## src/rtl/ctrl_ramdrv_ringbuf_mc.sv

```systemverilog
// Multi-channel ring buffer address generator for the sample RAM driver.
// Tracks per-channel circular segments, emits push write addresses and tap read sweeps.
module ctrl_ramdrv_ringbuf_mc #(
  parameter int ADDR_WIDTH = 12,
  parameter int CHANNELS   = 2,
  parameter int CH_WIDTH   = 1
) (
  input  logic                  clk,
  input  logic                  clr,
  input  logic                  cfg_we,
  input  logic [CH_WIDTH-1:0]   cfg_ch,
  input  logic [ADDR_WIDTH-1:0] cfg_base,
  input  logic [ADDR_WIDTH-1:0] cfg_last,
  input  logic                  push,
  input  logic [CH_WIDTH-1:0]   push_ch,
  input  logic                  start,
  input  logic [CH_WIDTH-1:0]   start_ch,
  input  logic [ADDR_WIDTH-1:0] sweep_len,
  input  logic                  sweep_dir,
  output logic [ADDR_WIDTH-1:0] wr_addr,
  output logic                  wr_valid,
  output logic [ADDR_WIDTH-1:0] rd_addr,
  output logic                  rd_valid,
  output logic                  busy,
  output logic                  done,
  output logic                  err
);

  localparam int LW = ADDR_WIDTH + 1;

  typedef enum logic [1:0] {IDLE, SWEEP, DONE} state_t;

  state_t                state, state_next;
  logic [ADDR_WIDTH-1:0] base_r [CHANNELS];
  logic [ADDR_WIDTH-1:0] last_r [CHANNELS];
  logic [ADDR_WIDTH-1:0] head_r [CHANNELS];
  logic [CH_WIDTH-1:0]   ch_q;
  logic                  dir_q;
  logic [LW-1:0]         cnt;

  logic                  cfg_ok, push_ok, start_ok, err_next;
  logic [ADDR_WIDTH-1:0] head_next, rd_step, first_addr;
  logic [ADDR_WIDTH-1:0] s_base, s_last, s_head;
  logic [LW-1:0]         seg_len, req_len, len, off;

  always_comb begin
    cfg_ok   = cfg_we && (int'(cfg_ch) < CHANNELS) && (cfg_base <= cfg_last)
               && !((state == SWEEP) && (cfg_ch == ch_q));
    push_ok  = push && (int'(push_ch) < CHANNELS) && !(cfg_we && (cfg_ch == push_ch));
    start_ok = start && (int'(start_ch) < CHANNELS) && (state != SWEEP);
    err_next = (cfg_we && !cfg_ok) || (push && !push_ok) || (start && !start_ok);

    head_next = (head_r[push_ch] == last_r[push_ch]) ? base_r[push_ch]
                                                     : head_r[push_ch] + ADDR_WIDTH'(1);

    // Snapshot uses register values before this edge, so a same-cycle push is not seen.
    s_base  = base_r[start_ch];
    s_last  = last_r[start_ch];
    s_head  = head_r[start_ch];
    seg_len = {1'b0, s_last} - {1'b0, s_base} + LW'(1);
    req_len = {1'b0, sweep_len};
    len     = (req_len < seg_len) ? req_len : seg_len;
    off     = {1'b0, s_head - s_base};
    if (!sweep_dir)
      first_addr = s_head;
    else if (off >= len - LW'(1))
      first_addr = s_head - ADDR_WIDTH'(len - LW'(1));
    else
      first_addr = s_last - ADDR_WIDTH'(len - LW'(2) - off);

    if (dir_q)
      rd_step = (rd_addr == last_r[ch_q]) ? base_r[ch_q] : rd_addr + ADDR_WIDTH'(1);
    else
      rd_step = (rd_addr == base_r[ch_q]) ? last_r[ch_q] : rd_addr - ADDR_WIDTH'(1);
  end

  always_comb begin
    state_next = state;
    case (state)
      IDLE, DONE: begin
        state_next = IDLE;
        if (start_ok) state_next = (len == '0) ? DONE : SWEEP;
      end
      SWEEP:   if (cnt == LW'(1)) state_next = DONE;
      default: state_next = IDLE;
    endcase
  end

  assign busy     = (state == SWEEP);
  assign rd_valid = (state == SWEEP);
  assign done     = (state == DONE);

  always_ff @(negedge clk or posedge clr) begin
    if (clr) begin
      state    <= IDLE;
      ch_q     <= '0;
      dir_q    <= 1'b0;
      cnt      <= '0;
      rd_addr  <= '0;
      wr_addr  <= '0;
      wr_valid <= 1'b0;
      err      <= 1'b0;
      for (int unsigned c = 0; c < CHANNELS; c++) begin
        base_r[c] <= '0;
        last_r[c] <= '0;
        head_r[c] <= '0;
      end
    end else begin
      state    <= state_next;
      wr_valid <= push_ok;
      err      <= err_next;
      if (push_ok) wr_addr <= head_next;

      case (state)
        IDLE, DONE: if (start_ok) begin
          ch_q  <= start_ch;
          dir_q <= sweep_dir;
          cnt   <= len;
          if (len != '0) rd_addr <= first_addr;
        end
        SWEEP: if (cnt != LW'(1)) begin
          rd_addr <= rd_step;
          cnt     <= cnt - LW'(1);
        end
        default: ;
      endcase

      for (int unsigned c = 0; c < CHANNELS; c++) begin
        if (cfg_ok && (cfg_ch == CH_WIDTH'(c))) begin
          base_r[c] <= cfg_base;
          last_r[c] <= cfg_last;
          head_r[c] <= cfg_base;
        end else if (push_ok && (push_ch == CH_WIDTH'(c))) begin
          head_r[c] <= head_next;
        end
      end
    end
  end

endmodule

```

## config.mk

```make
export PLATFORM = sky130hd
export DESIGN_NAME = ctrl_ramdrv_ringbuf_mc
export DESIGN_NICKNAME = d
export VERILOG_FILES = /design/src/rtl/ctrl_ramdrv_ringbuf_mc.sv
export SDC_FILE = /design/constraint.sdc
export NUM_CORES = 1
export LEC_CHECK = 0
export BUFFER_PORTS_ARGS = -buffer_cell sky130_fd_sc_hd__clkbuf_2
export CORE_MARGIN = 4
export CORE_UTILIZATION = 35
export DETAILED_ROUTE_END_ITERATION = 16
export GPL_TIMING_DRIVEN = 1
export PLACE_DENSITY = 0.56
export SLEW_MARGIN = 5
export SYNTH_ARGS = -nofsm -noshare
export SYNTH_HDL_FRONTEND = slang
export SYNTH_SLANG_ARGS = --single-unit
```

## constraint.sdc

```tcl
create_clock -name clk -period 17.62 [get_ports clk]
set_input_delay 0.881 -clock clk [delete_from_list [all_inputs] [get_ports clk]]
set_output_delay 0.881 -clock clk [all_outputs]
set_load 0.05 [all_outputs]
```

==> summary.md, run 1 <==
| Metric | Value |
|---|---|
| Synth Flop Type | `dfrtn_1` |
| DRT iter0 DRCs | `approximately 760` |
| Final hold violation count | `0` |
| WL per Instance | `20.4 um` |
| CP Buf/Inv Count | `4` |
| Gr usage total | `0.208` |
| CTS tree | `built` |
| RSZ-0062 raised after global routing | `no` |
| Area post-placement | `0.0122 sq mm` |
| Syn avg cell area | `8.59 sq um` |
| # clock sinks | `115` |
| Reg clk slew, reported paths | `50 ps` |
| Clock latency on the worst-skew pair | `410 ps` |
| Antenna cells | `0` |
| # hold bufs at CTS | `0` |
| Crit end category | `flip-flop` |
| Fillcell total | `3,231` |
| Startpoint Class | `primary input` |
| Most common cell on crit path | `ha_1` |
| Initial antenna violation count | `0` |
| Crit Path Class | `in -> reg` |
| Crit path largest cell delay | `between 500 and 600 ps` |
| #FFs+latches synth | `115` |
| Relative slew slack | `0.195` |
| Die width | `188 um` |
| ANT nets after route | `0` |
| Crit path DAT | `about 8500 ps` |
| Ys Warns | `0` |
| Core area | `between 0.03 and 0.04 sq mm` |
| I/O Pins | `74` |
| Final setup violation count | `0` |
| Cts repair resizes | `0` |
| Syn Nets | `roughly 1,500` |
| HPWL Detailed | `29.3 mm` |
| Cts bufs inserted | `17` |
| Leading cell type in the layout, fill and taps excluded | `nand2_1` |
| WP data required | `9060 ps` |
| Setup Skew | `9.97 ps` |
| EDFF count, synth | `0` |
| Die height | `188 um` |
| Ys async rst share | `1.00` |
| Most frequent cells in the layout | `nand2_1 (140), dfrtn_1 (115), ha_1 (108)` |
| Crit path max-delay family | `compound AO/OA/AOI/OAI gates` |
| Die area | `about 0.035 sq mm` |
| Via/cell ratio | `5.48` |
| Worst Tran Pin Value | `between 1000 and 1500 ps` |
| CTS H-tree depth | `4` |
| Fin nets | `approximately 1,500` |
| Share of cells above drive strength 1 | `0.153` |
| 1st-pass router iterations | `5` |
| Vias in the first global route | `9,781` |
| Gr ovfl total | `0` |
| Post-CTS setup buffer count | `0` |
| Status | `finished, final reports clean` |
| Root Buffer | `clkbuf_16` |
| Synth Instances | `1,325` |
| Crit-path max FO | `11` |
| Max Slew Vio Count | `0` |
| Slowest cell on the critical path | `fa_1` |
| Syn-to-layout area delta | `13.1%` |
| PortBufs | `73` |
| Hold Crit Class | `reg -> reg` |
| Yosys cell types | `76` |
| Routability congestion estimate | `a little under 1` |
| Final Instance Area | `0.0129 sq mm` |
| Total number of vias | `roughly 10,000` |
| Residual DRC | `0` |
| Largest net degree at the start of global routing | `86` |
| Global-route wire length before repair | `57.7 mm` |
| Mapped Area | `0.0114 sq mm` |
| Detailed Route WL | `around 37 mm` |
| CTS max path bufs | `2` |
| Placement row count | `65` |
| Initial Util | `0.358` |
| Register area share after synthesis | `0.253` |
| Maxcap violations | `0` |
-- worst register-to-register path: cells and delay by family (launching register included) --
kind | cells | cell delay, ps
AOI/OAI and AO/OA | 15 | 2870
adders and majority gates | 8 | 2670
xor gates and xnor gates | 4 | 790
muxes | 2 | 620
DFF | 1 | 420
and+or+nand+nor | 2 | 190
buffers and inverters | 3 | 150
-- metrics by stage --
step / TNS, ps / cells / hold slack (ps) / setup slack, ps / util
global placement: 0 / 1791 / 423 / 157 / 0.385
floorplan: 0 / 1325 / 415 / 20.4 / -
CTS: 0 / 1823 / 430 / 367 / 0.404
finish: 0 / 1823 / 424 / 524 / 0.405
global route: 0 / 1823 / 449 / 34.9 / 0.405
detailed placement: -73.4 / 1791 / 430 / -73.4 / 0.385
-- state kept, by name, indices dropped and copies added (netlist names) --
name / cells
last_r: 24
dir_q: 1
state: 2
err: 1
head_r: 24
wr_addr: 12
cnt: 13
rd_addr: 12
wr_valid: 1
base_r: 24
ch_q: 1
-- area by class of cell --
class	count	area, sq um	share of cell area
well taps	435	544	0.0423
inverters	90	340	0.0264
flip-flops and latches	115	2880	0.224
multi-input cells	1053	7940	0.617
repair buffers	98	556	0.0432
clock buffers	20	467	0.0363
clock inverters	12	146	0.0114
-- final timing paths --
path                                         from                 endpoint  slack (ps)  depth (start not counted)
min reg2reg                wr_addr[4]$_DFFE_NP0P_   wr_addr[4]$_DFFE_NP0P_         420                          2
max in group asynchronous                     clr   base_r[12]$_DFFE_NP0P_        6940                          3
min                        wr_addr[4]$_DFFE_NP0P_   wr_addr[4]$_DFFE_NP0P_         420                          2
max                                      start_ch  rd_addr[11]$_DFFE_NP0P_         520                         35
max reg2reg                 base_r[1]$_DFFE_NP0P_  rd_addr[11]$_DFFE_NP0P_        9770                         34
min in group asynchronous                     clr   wr_addr[2]$_DFFE_NP0P_        9170                          2
-- synthesized netlist by cell type (6+ instances only) --
cell type  number  area [sq um]
a211oi_1        6          45.0
a21o_1         25           188
a21oi_1        67           335
a221o_1        23           230
a31oi_1         7          43.8
and2_1          7          43.8
and3_1          8          50.1
buf_1          10          37.5
clkbuf_1       51           191
dfrtn_1       115          2880
fa_1           10           200
ha_1          108          1350
inv_1          89           334
mux2_2         53           597
mux2i_1        98           981
nand2_1       140           526
nand2b_1        6          37.5
nand3_1        26           130
nand4_1        10          62.6
nor2_1         74           278
nor2b_1        11          68.8
nor3_1         29           145
nor4_1         11          68.8
o211ai_1       12          90.1
o21a_1          6          45.0
o21ai_0        95           475
o21bai_1       10          75.1
o22ai_1         6          37.5
or2_2           8          50.1
or3_1           9          56.3
xnor2_1        90           788
xor2_1         29           254
-- cells by family after synthesis --
logic type               Yosys count  share of synthesized area
flip-flops                       115                      0.253
multiplexers                     152                      0.140
adder cells (fa/ha/maj)          119                      0.137
buffers and inverters            157                     0.0540
XOR/XNOR                         119                     0.0916
AO/OA/AOI/OAI                    303                      0.176
AND/OR/NAND/NOR                  360                      0.149
-- routing by layer --
| layer | track usage | share of wire | vias to the layer above | wire [um] |
|---|---|---|---|---|
| met2 | 0.339 | 0.46 | 297 | 17200 |
| met4 | 0.0689 | 0.030 | 0 | 1110 |
| met5 | 0 | 0 | - | 0 |
| met3 | 0.0345 | 0.053 | 60 | 1980 |
| li1 | - | - | 4823 | - |
| met1 | 0.282 | 0.45 | 4808 | 16900 |
Power of run 1 is left out: the tool's default activity adds up to more than one toggle a clock period on the data nets, which glitch-free logic cannot reach.
==> run 2, diff against run 1 <==
- HOLD_SLACK_MARGIN: unset -> 0.1
- PLACE_DENSITY: 0.56 -> unset
- PLACE_DENSITY_LB_ADDON: unset -> 0.1
- clock period: 17.62 -> 17.4 ns (I/O delays scaled with it)
==> run 2 against run 1 <==
Against the previous run: clock skew grew 1.1 ps; register-to-register slack lost 160 ps; non-clock buffer count grew 13; core utilization grew 0.32 points; first-iteration DRC count grew 5.4%; sequential share of layout area shrank 0.17 points; count of clock-buffer cells in the layout shrank 3; hold slack gained 3.5 ps; global-route usage grew 0.91 points; die area is the same; largest cell class unchanged.
==> summary.md, run 2 (synthesized netlist as in run 1, its figures left out) <==
| Metric | Value |
|---|---|
| Regs by FF count | `base_r (24), head_r (24), last_r (24)` |
| Die height | `188 um (unchanged)` |
| Largest net degree at the start of global routing | `73 (-15%)` |
| Antenna cells | `0 (unchanged)` |
| Cts bufs inserted | `17 (unchanged)` |
| Fin nets | `1,551 (+0.85%)` |
| ANT nets after route | `0 (unchanged)` |
| Die width | `188 um (unchanged)` |
| Global-route wire length before repair | `59.6 mm (+3.3%)` |
| Initial Util | `0.358 (unchanged)` |
| Most common cell on crit path | `ha_1` |
| Crit-path max FO | `11 (unchanged)` |
| Area post-placement | `0.0123 sq mm (+0.87%)` |
| Max Slew Vio Count | `0 (unchanged)` |
| # clock sinks | `115 (unchanged)` |
| Clock latency on the worst-skew pair | `400 ps (about the same)` |
| Share of cells above drive strength 1 | `0.160 (+0.00726)` |
| Gr ovfl total | `0 (unchanged)` |
| Hold Crit Class | `reg -> reg` |
| Detailed Route WL | `38.6 mm (+3.6%)` |
| HPWL Detailed | `30.6 mm (+4.5%)` |
| WL per Instance | `21.0 um (+2.9%)` |
| Most frequent cells in the layout | `nand2_1 (140), dfrtn_1 (115), ha_1 (108)` |
| Worst slack, placed | `-72.2 ps (+1.22 ps)` |
| Post-layout util | `0.408 (+0.00319)` |
| Non-Filler Instances | `1,835 (+0.66%)` |
| PortBufs | `73 (unchanged)` |
| CTS H-tree depth | `4 (unchanged)` |
| Setup Skew | `11.1 ps (+1.15 ps)` |
| Busiest layer in global routing | `met2` |
| FF-to-FF Start | `base_r[1]$_DFFE_NP0P_` |
| Placement row count | `65 (unchanged)` |
| Origin of the worst setup path | `start_ch` |
| Gr usage total | `0.217 (+0.00909)` |
| I/O Pins | `74 (unchanged)` |
| Setup WS post-layout | `488 ps (-36.1 ps)` |
| Initial antenna violation count | `1 (+1)` |
| Total number of vias | `9,810 (-1.8%)` |
| Residual DRC | `0 (unchanged)` |
| WP data required | `8950 ps (-110 ps)` |
| Die area | `0.0355 sq mm (unchanged)` |
| Crit Path Class | `in -> reg` |
| Met1 usage | `0.311 (+0.0294)` |
| Syn-to-layout area delta | `14.0%` |
| Crit end category | `flip-flop` |
| Post-CTS setup buffer count | `0 (unchanged)` |
| Worst Tran Pin Value | `1210 ps (+13.4 ps)` |
| CTS max path bufs | `2 (unchanged)` |
| Via/cell ratio | `5.35 (-2.4%)` |
| Grt met2 use | `0.348 (+0.00861)` |
| Reg clk slew, reported paths | `40 ps (about the same)` |
| Status | `finished, final reports clean` |
| DRT iter0 DRCs | `803 (+5.4%)` |
| RSZ-0062 raised after global routing | `no` |
| Relative slew slack | `0.186 (-0.00906)` |
| Final hold violation count | `0 (unchanged)` |
| Met3 usage | `0.0319 (-0.00259)` |
| Routability congestion estimate | `0.890 (-7.7%)` |
| Crit path DAT | `8460 ps (-80 ps)` |
| Root Buffer | `clkbuf_16` |
| 1st-pass router iterations | `5 (unchanged)` |
| Cells after DPL | `1,804 (+0.73%)` |
| Hold Crit Start | `wr_addr[5]$_DFFE_NP0P_` |
| Core area | `0.0318 sq mm (unchanged)` |
| Vias in the first global route | `9,561 (-2.2%)` |
| CTS tree | `built` |
| Final setup violation count | `0 (unchanged)` |
| Leading cell type in the layout, fill and taps excluded | `nand2_1` |
| Startpoint Class | `primary input` |
| Crit path largest cell delay | `540 ps (about the same)` |
| Maxcap violations | `0 (unchanged)` |
| Final Instance Area | `0.0130 sq mm (+0.79%)` |
| Slowest cell on the critical path | `fa_1` |
[run 2: layout make-up]
class                   instances  area [sq um]
well taps                     435           544
repair buffers                111           657
fillers                      3273         18800
flip-flops and latches        115          2880
clock inverters                14           178
multi-input cells            1053          7950
clock buffers                  17           425
inverters                      90           340
[run 2: critical path: cells and delay by family]
kind | cells | cell delay, ps
simple gates | 2 | 290
fa+ha+maj | 8 | 2710
xor+xnor | 4 | 680
buf+inv | 5 | 520
mux | 2 | 620
compound gates | 13 | 2740
[run 2: worst paths after layout]
check                      slack (ps)                       to  cells after the start
hold reg to reg                   430   wr_addr[5]$_DFFE_NP0P_                      2
setup reg to reg                 9610  rd_addr[11]$_DFFE_NP0P_                     33
setup / recovery                  490  rd_addr[11]$_DFFE_NP0P_                     34
max in group asynchronous        6870    last_r[8]$_DFFE_NP0P_                      3
hold / removal                    430   wr_addr[5]$_DFFE_NP0P_                      2
min in group asynchronous        9100   wr_addr[2]$_DFFE_NP0P_                      2
[run 2: per-stage QoR]
step	hold slack (ps)	setup TNS [ps]
floorplan	415	0
global placement	422	0
detailed placement	428	-75.5
CTS	429	0
global route	451	0
finish	427	0
[run 2: timing repair]
| action | in CTS | in global routing |
|---|---|---|
| setup endpoints to repair | 0 | 12 |
| gates resized for setup | 0 | 6 |
| hold buffers | 0 | 0 |
[run 2: per-layer routing]
layer,part of all wire,up-vias
li1,-,4849
met1,0.47,4720
met2,0.46,205
met3,0.049,34
met4,0.015,2
met5,0.00034,-
Power of run 2 is left out for the same reason.
